`src/rtl/dbg_mem_dump.sv`:
```
// dbg_mem_dump: walks a word range over the debug memory port and streams the words out as bytes.
// Define DBG_DUMP_CSUM_EN to append a two's-complement checksum byte after the last word.
//
// state | meaning
// IDLE  | waiting for start
// ISSUE | present read address on debug port
// WAIT  | count out read latency, capture word
// SEND  | stream captured word, LSB first
// NEXT  | advance address, decrement word count
// CSUM  | emit checksum byte (feature build only)
// DONE  | one-cycle completion pulse
module dbg_mem_dump #(
    parameter int ADR_W  = 32,
    parameter int LEN_W  = 16,
    parameter int RD_LAT = 1
) (
    input  logic             CLK,
    input  logic             RESET,
    input  logic             start,
    input  logic [ADR_W-1:0] start_adr,
    input  logic [LEN_W-1:0] start_len,
    output logic             busy,
    output logic             done,
    output logic             cpu_hold,
    output logic             dbg_mem_op,
    output logic [3:0]       dbg_wren,
    output logic [ADR_W-1:0] dbg_adr,
    input  logic [31:0]      dbg_di,
    output logic [7:0]       tx_data,
    output logic             tx_valid,
    input  logic             tx_ready
);

    localparam int LAT_W = 3;

`ifdef DBG_DUMP_CSUM_EN
    typedef enum logic [2:0] {
        S_IDLE, S_ISSUE, S_WAIT, S_SEND, S_NEXT, S_DONE, S_CSUM
    } state_t;
`else
    typedef enum logic [2:0] {
        S_IDLE, S_ISSUE, S_WAIT, S_SEND, S_NEXT, S_DONE
    } state_t;
`endif

    state_t             r_state;
    state_t             w_next;
    logic [ADR_W-1:0]   r_adr;
    logic [LEN_W-1:0]   r_cnt;
    logic [LAT_W-1:0]   r_lat;
    logic [31:0]        r_word;
    logic [1:0]         r_idx;
    logic [7:0]         w_byte;
    logic [1:0]         w_unused_adr_lsb;
`ifdef DBG_DUMP_CSUM_EN
    logic [7:0]         r_sum;
`endif

    assign w_unused_adr_lsb = start_adr[1:0];
    assign dbg_wren         = 4'h0;
    assign dbg_adr          = r_adr;

    always_comb begin
        case (r_idx)
            2'd0:    w_byte = r_word[7:0];
            2'd1:    w_byte = r_word[15:8];
            2'd2:    w_byte = r_word[23:16];
            default: w_byte = r_word[31:24];
        endcase
    end

    always_ff @(posedge CLK or negedge RESET) begin
        if (!RESET) r_state <= S_IDLE;
        else        r_state <= w_next;
    end

    always_comb begin
        w_next     = r_state;
        busy       = (r_state != S_IDLE);
        cpu_hold   = (r_state != S_IDLE);
        done       = 1'b0;
        dbg_mem_op = 1'b0;
        tx_valid   = 1'b0;
        tx_data    = 8'h00;
        case (r_state)
            S_IDLE:  if (start) w_next = (start_len == '0) ? S_DONE : S_ISSUE;
            S_ISSUE: begin
                dbg_mem_op = 1'b1;
                w_next     = S_WAIT;
            end
            S_WAIT: begin
                dbg_mem_op = 1'b1;
                if (r_lat == LAT_W'(1)) w_next = S_SEND;
            end
            S_SEND: begin
                tx_valid = 1'b1;
                tx_data  = w_byte;
                if (tx_ready && r_idx == 2'd3) w_next = S_NEXT;
            end
            S_NEXT: begin
`ifdef DBG_DUMP_CSUM_EN
                w_next = (r_cnt == LEN_W'(1)) ? S_CSUM : S_ISSUE;
`else
                w_next = (r_cnt == LEN_W'(1)) ? S_DONE : S_ISSUE;
`endif
            end
`ifdef DBG_DUMP_CSUM_EN
            S_CSUM: begin
                tx_valid = 1'b1;
                tx_data  = 8'h00 - r_sum;
                if (tx_ready) w_next = S_DONE;
            end
`endif
            S_DONE: begin
                done   = 1'b1;
                w_next = S_IDLE;
            end
            default: w_next = S_IDLE;
        endcase
    end

    always_ff @(posedge CLK or negedge RESET) begin
        if (!RESET) begin
            r_adr  <= '0;
            r_cnt  <= '0;
            r_lat  <= '0;
            r_word <= '0;
            r_idx  <= 2'd0;
`ifdef DBG_DUMP_CSUM_EN
            r_sum  <= 8'h00;
`endif
        end else begin
            case (r_state)
                S_IDLE: if (start) begin
                    r_adr <= {start_adr[ADR_W-1:2], 2'b00};
                    r_cnt <= start_len;
                    r_idx <= 2'd0;
`ifdef DBG_DUMP_CSUM_EN
                    r_sum <= 8'h00;
`endif
                end
                S_ISSUE: r_lat <= LAT_W'(RD_LAT);
                S_WAIT: begin
                    r_lat <= r_lat - LAT_W'(1);
                    if (r_lat == LAT_W'(1)) begin
                        r_word <= dbg_di;
                        r_idx  <= 2'd0;
                    end
                end
                S_SEND: if (tx_ready) begin
                    r_idx <= r_idx + 2'd1;
`ifdef DBG_DUMP_CSUM_EN
                    r_sum <= r_sum + w_byte;
`endif
                end
                S_NEXT: begin
                    r_cnt <= r_cnt - LEN_W'(1);
                    r_adr <= r_adr + ADR_W'(4);
                end
                default: ;
            endcase
        end
    end

endmodule

```
`config.mk`:
```
export PLATFORM = sky130hd
export DESIGN_NAME = dbg_mem_dump
export DESIGN_NICKNAME = d
export VERILOG_FILES = /design/src/rtl/dbg_mem_dump.sv
export SDC_FILE = /design/constraint.sdc
export NUM_CORES = 1
export LEC_CHECK = 0
export CAP_MARGIN = 20
export CORE_ASPECT_RATIO = 1.2
export CORE_UTILIZATION = 50
export CTS_CLUSTER_DIAMETER = 100
export DETAILED_ROUTE_END_ITERATION = 8
export GPL_ROUTABILITY_DRIVEN = 0
export HOLD_SLACK_MARGIN = 0.15
export MAX_ROUTING_LAYER = met4
export PLACE_DENSITY_LB_ADDON = 0.05
export SLEW_MARGIN = 20
export SYNTH_ARGS = -nofsm -noshare
export SYNTH_HDL_FRONTEND = slang
export SYNTH_SLANG_ARGS = --single-unit
```
`constraint.sdc`:
```
create_clock -name CLK -period 5.4 [get_ports CLK]
set_clock_uncertainty 0.05 [all_clocks]
set_input_delay 1.08 -clock CLK [delete_from_list [all_inputs] [get_ports CLK]]
set_output_delay 1.08 -clock CLK [all_outputs]
set_load 0.05 [all_outputs]
```
# Yosys cells after proc, flatten, opt, wreduce, memory -nomap -nowiden
# Cells that the tools add are included.
# word_totals
n_memories	0
mem_bits_ro	0
elab_cells	57
latchBits	0
out_inout_bits	49
in_bits	84
ramBits	0
regBits	88
# classes
n_bitwise	0
eq_ne	14
shifts	0
n_reduce_logical	13
div	0
n_mul	0
magnitude_cmp	0
addsub	4
mux	20
# op_table
operator	n
$pmux 32 s2	1
$add 32x3->32 const B	1
$mux 32	1
$pmux 16 s2	1
$pmux 8 s3	1
$eq 16x1->1 const B	1
$logic_not 16->1	1
$mux 16	1
$sub 16x1->16 const B	1
$mux 3	5
$pmux 3 s5	1
$mux 8	1
$ne 2x2->1 const B	4
$eq 3x1->1 const B	2
$eq 3x2->1 const B	2
$eq 3x3->1 const B	2
$mux 2	3
$pmux 2 s3	1
$pmux 3 s2	1
$reduce_bool 3->1	2
$eq 2x2->1 const B	2
$reduce_and 2->1	2
$reduce_and 4->1	1
$reduce_bool 2->1	2
other kinds (9)	11

# Logic depth before layout (Yosys ltp)
# depth
depth_word	4
depth_mapped	8

# Least setup slack after synthesis
# No wires, ideal clock.
# synth_timing
path_type	register -> output
start	reg r_state[1]
end	out tx_data[0]
setup_slack_ns	2.410
arrival_time_ns	1.860
path_stages_with_launch	6
cell_sequence	dfrtp_1 -> clkbuf_1 -> clkbuf_1 -> nand3_1 -> clkbuf_1 -> nor2_1
# synth_between
elab_chain_cells	2
# synth_rtl
element	line_no	text
start: declaration	46	state_t r_state;
start signal: assignment	74	else r_state <= w_next;
$eq 3x2->1	85	case (r_state)
$mux 8	85	
end: declaration	29	output logic [7:0] tx_data,
# No other way between the ends.

# Final worst setup path
# layout_timing
start	reg r_idx[0]
end	out tx_data[5]
# layout_between
elab_chain_cells	3
word_cells_on_any_way	5
# layout_rtl
element	line_no	text
start: declaration	52	logic [1:0] r_idx;
start signal: assignment	151	r_idx <= r_idx + 2'd1;
$eq 2x2->1, or another cell as far along	64	case (r_idx)
$pmux 8 s3 (*)	64	
$mux 8 (*)	85	
# Every way passes the cells marked *; elsewhere a longest branch is shown, timed or not.

==> results.json <==
{
  "fp.dieH_um": 109,
  "ys.warnings.count": 0,
  "dieWidth_um": 91.1,
  "nNetsFinal": 712,
  "post-route-util_pct": 68.9,
  "p_sw_share_pct": 45.6,
  "rsz0062_at_grt": "false",
  "slew_headroom_pct": 34.2,
  "clkTransAtPathRegs_ps": 80,
  "core_area_um2": 9130,
  "ys_ff_latch": 86,
  "critPathKind": "reg -> out",
  "dpl_cell_area_um2": 6040,
  "pwr-share-clk_pct": 15.1,
  "postCtsSetupRepairBufs": 0,
  "combPwrFrac_pct": 49.9,
  "dp.final_hpwl_mm": 8.97,
  "io_pins": 133,
  "clockRootBuffer": "clkbuf_8",
  "drtIter0Drc": 399,
  "p_int_w": 0.00202,
  "synth-edff-count": 0,
  "fmax_mhz": 258,
  "cp_num_buf_inv": 2,
  "synth_ff_type": "dfrtp_1",
  "io_buffers": 124,
  "syn-instance-count": 510,
  "cts_buffers": 9,
  "areaGrowthSynthToFinish_pct": 32.1,
  "cpMaxStageDelayCell": "clkdlybuf4s50_1",
  "syn-cell-area_um2": 4760,
  "leakage_nw": 2.48,
  "dieArea_um2": 9920,
  "finalHoldViolations": 0,
  "required_ps": 4270,
  "ys_seq_area_share_pct": 45.2,
  "h-tree-depth": 3,
  "routedWlPerCell_um": 17.5,
  "cp_cell_sequence": "inv_1 -> ha_1 -> a222oi_1 -> nor2_1 -> a21oi_1 -> nor2_1 -> clkdlybuf4s50_1",
  "fin_setup_tns_ps": 0,
  "vdd_drop_max_mv": 0.403,
  "cts_tree": "yes",
  "cts_max_path_buffers": 2,
  "layout_common_cells": "clkdlybuf4s50_1, dfrtp_1, nor2_1, nand2_1, mux2_2",
  "cap_violations": 0,
  "cp_max_fo": 8,
  "rows": 38,
  "synth_top_area_share_pct": 45.2,
  "clock_sinks": 86,
  "critPathArrivalTime_ps": 2740,
  "clock_latency_ps": 360,
  "filler_cell_count": 736,
  "grt_pass1_wl_mm": 21.3,
  "hold_path.class": "reg -> reg",
  "pre_cts_ws_ps": 1770,
  "synthArstFlopShare_pct": 100,
  "avgSynthCellArea_um2": 9.33,
  "cts_resized": 0,
  "p_total_w": 0.00372,
  "cp-start-kind": "flip-flop",
  "path_delay_family": "buffers and inverters",
  "max_stage_delay_ps": 720,
  "cp_common_cell": "nor2_1",
  "finalSetupViolations": 0,
  "grt_usage_pct": 28.3,
  "n_antenna_cell": 0,
  "period_needed_ps": 3870,
  "status": "complete, no violations",
  "seq_area_um2": 2150,
  "powerDensity_nw_per_um2": 592,
  "multi_input_area_um2": 2400,
  "via_per_inst": 6.08,
  "vias": 4518,
  "start_util_pct": 52.1,
  "drc_errors": 0,
  "min_period_over_period_pct": 71.7,
  "grt_max_degree": 87,
  "dr.pass1.iters": 6,
  "final_area_um2": 6290,
  "worst_pin_slew_ps": 985,
  "yosysTopAreaCell": "dfrtp_1",
  "drive_gt1_share_pct": 10.3,
  "seq_power_share_pct": 35.0,
  "synth_area_leaders": "dfrtp_1, mux2_2, nor2_1, nand2_1, o21ai_0",
  "routed_wl_mm": 13.0,
  "overflow": 0,
  "p_switching_w": 0.00170,
  "ant_nets": 0,
  "setup_ws_ps": 1530,
  "cts.hold.buffers_added": 0,
  "slew_viol_final": 0,
  "antenna_found_initial": 0,
  "worstSetupEndpointType": "primary output",
  "final_common_cell": "clkdlybuf4s50_1",
  "synth_cell_type_count": 57,
  "grt_pass1_vias": 4347
}
==> metal layers <==
layer | vias up | part of all wire (%) | global-route usage [%]
met1 | 2182 | 41 | 34.7
met5 | - | 0 | -
met2 | 199 | 50 | 46.5
li1 | 2112 | - | -
met3 | 25 | 7.0 | 4.81
met4 | 0 | 2.0 | 12.1
==> power groups by stage <==
stage | combinational, W | sequential [W] | clock [W]
6_report | 0.00186 | 0.00130 | 0.000561
5_1_grt | 0.00200 | 0.00135 | 0.000594
4_1_cts | 0.00187 | 0.00129 | 0.000569
3_5_place_dp | 0.00186 | 0.00131 | 0
3_3_place_gp | 0.00182 | 0.00128 | 0
2_1_floorplan | 0.000988 | 0.00156 | 0
==> registers in the layout, indices dropped and copies added, names as in the netlist <==
name and count:
r_lat 3, r_idx 2, r_state 3, r_cnt 16
dbg_adr 30, r_word 32
==> cell usage after synthesis (all sizes together), types with 3 or more instances <==
cell type and count:
a211oi 4, a21oi 26, a221o 3, a222oi 8, a22oi 9, and2 4
and4 5, buf 11, clkbuf 26, dfrtp 86, ha 10, inv 15
mux2 33, nand2 47, nand3 27, nand4 14, nor2 55, nor3 11
nor4 10, o211ai 16, o21ai 28, o22ai 8, o311ai 4, o31a 3
or3 4, or4 8, xnor2 3
==> layout make-up <==
cell class | count | area share, %
Clock inverter | 6 | 1.73
Multi-Input combinational cell | 377 | 38.2
Tap cell | 120 | 2.39
Inverter | 15 | 0.895
Sequential cell | 86 | 34.2
Timing Repair Buffer | 129 | 20.4
Clock buffer | 10 | 2.19
==> per-stage QoR <==
stage               hold slack, ps  std cells
finish                         460        743
global route                   480        743
CTS                            464        743
detailed placement             444        727
global placement               427        727
floorplan                      413        515
==> worst reg2reg max path: stages (launching register included) <==
cell     delay, ps
dfrtp_1        680
or3b_2         640
nand2_1        790
and2_1         430
a221o_1        280
==> path summary, 6_finish.rpt <==
kind | from | end | slack (ps) | depth (start not counted)
setup / recovery | r_idx[0] | tx_data[5] | 1530 | 7
hold reg to reg | r_word[22] | r_word[22] | 460 | 1
setup reg to reg | r_state[1] | dbg_adr[22] | 2430 | 4
max in group asynchronous | RESET | r_state[1] | 4020 | 1
min in group asynchronous | RESET | r_cnt[12] | 700 | 1
hold / removal | r_word[22] | r_word[22] | 460 | 1
==> kinds of logic (layout without fill, tap and decap cells) <==
logic type                 Yosys count  in the layout  share of synthesized area [%]
and+or+nand+nor                    193            193                           19.8
AOI/OAI and AO/OA                  130            130                           18.6
DFF                                 86             86                           45.2
buffers and inverters               52            160                           4.84
muxes                               35             35                           8.23
adders and majority gates           10             10                           2.63
xor gates and xnor gates             3              3                          0.552
other                                1              6                         0.0788
No activity file was read; power rests on OpenSTA's default activity.
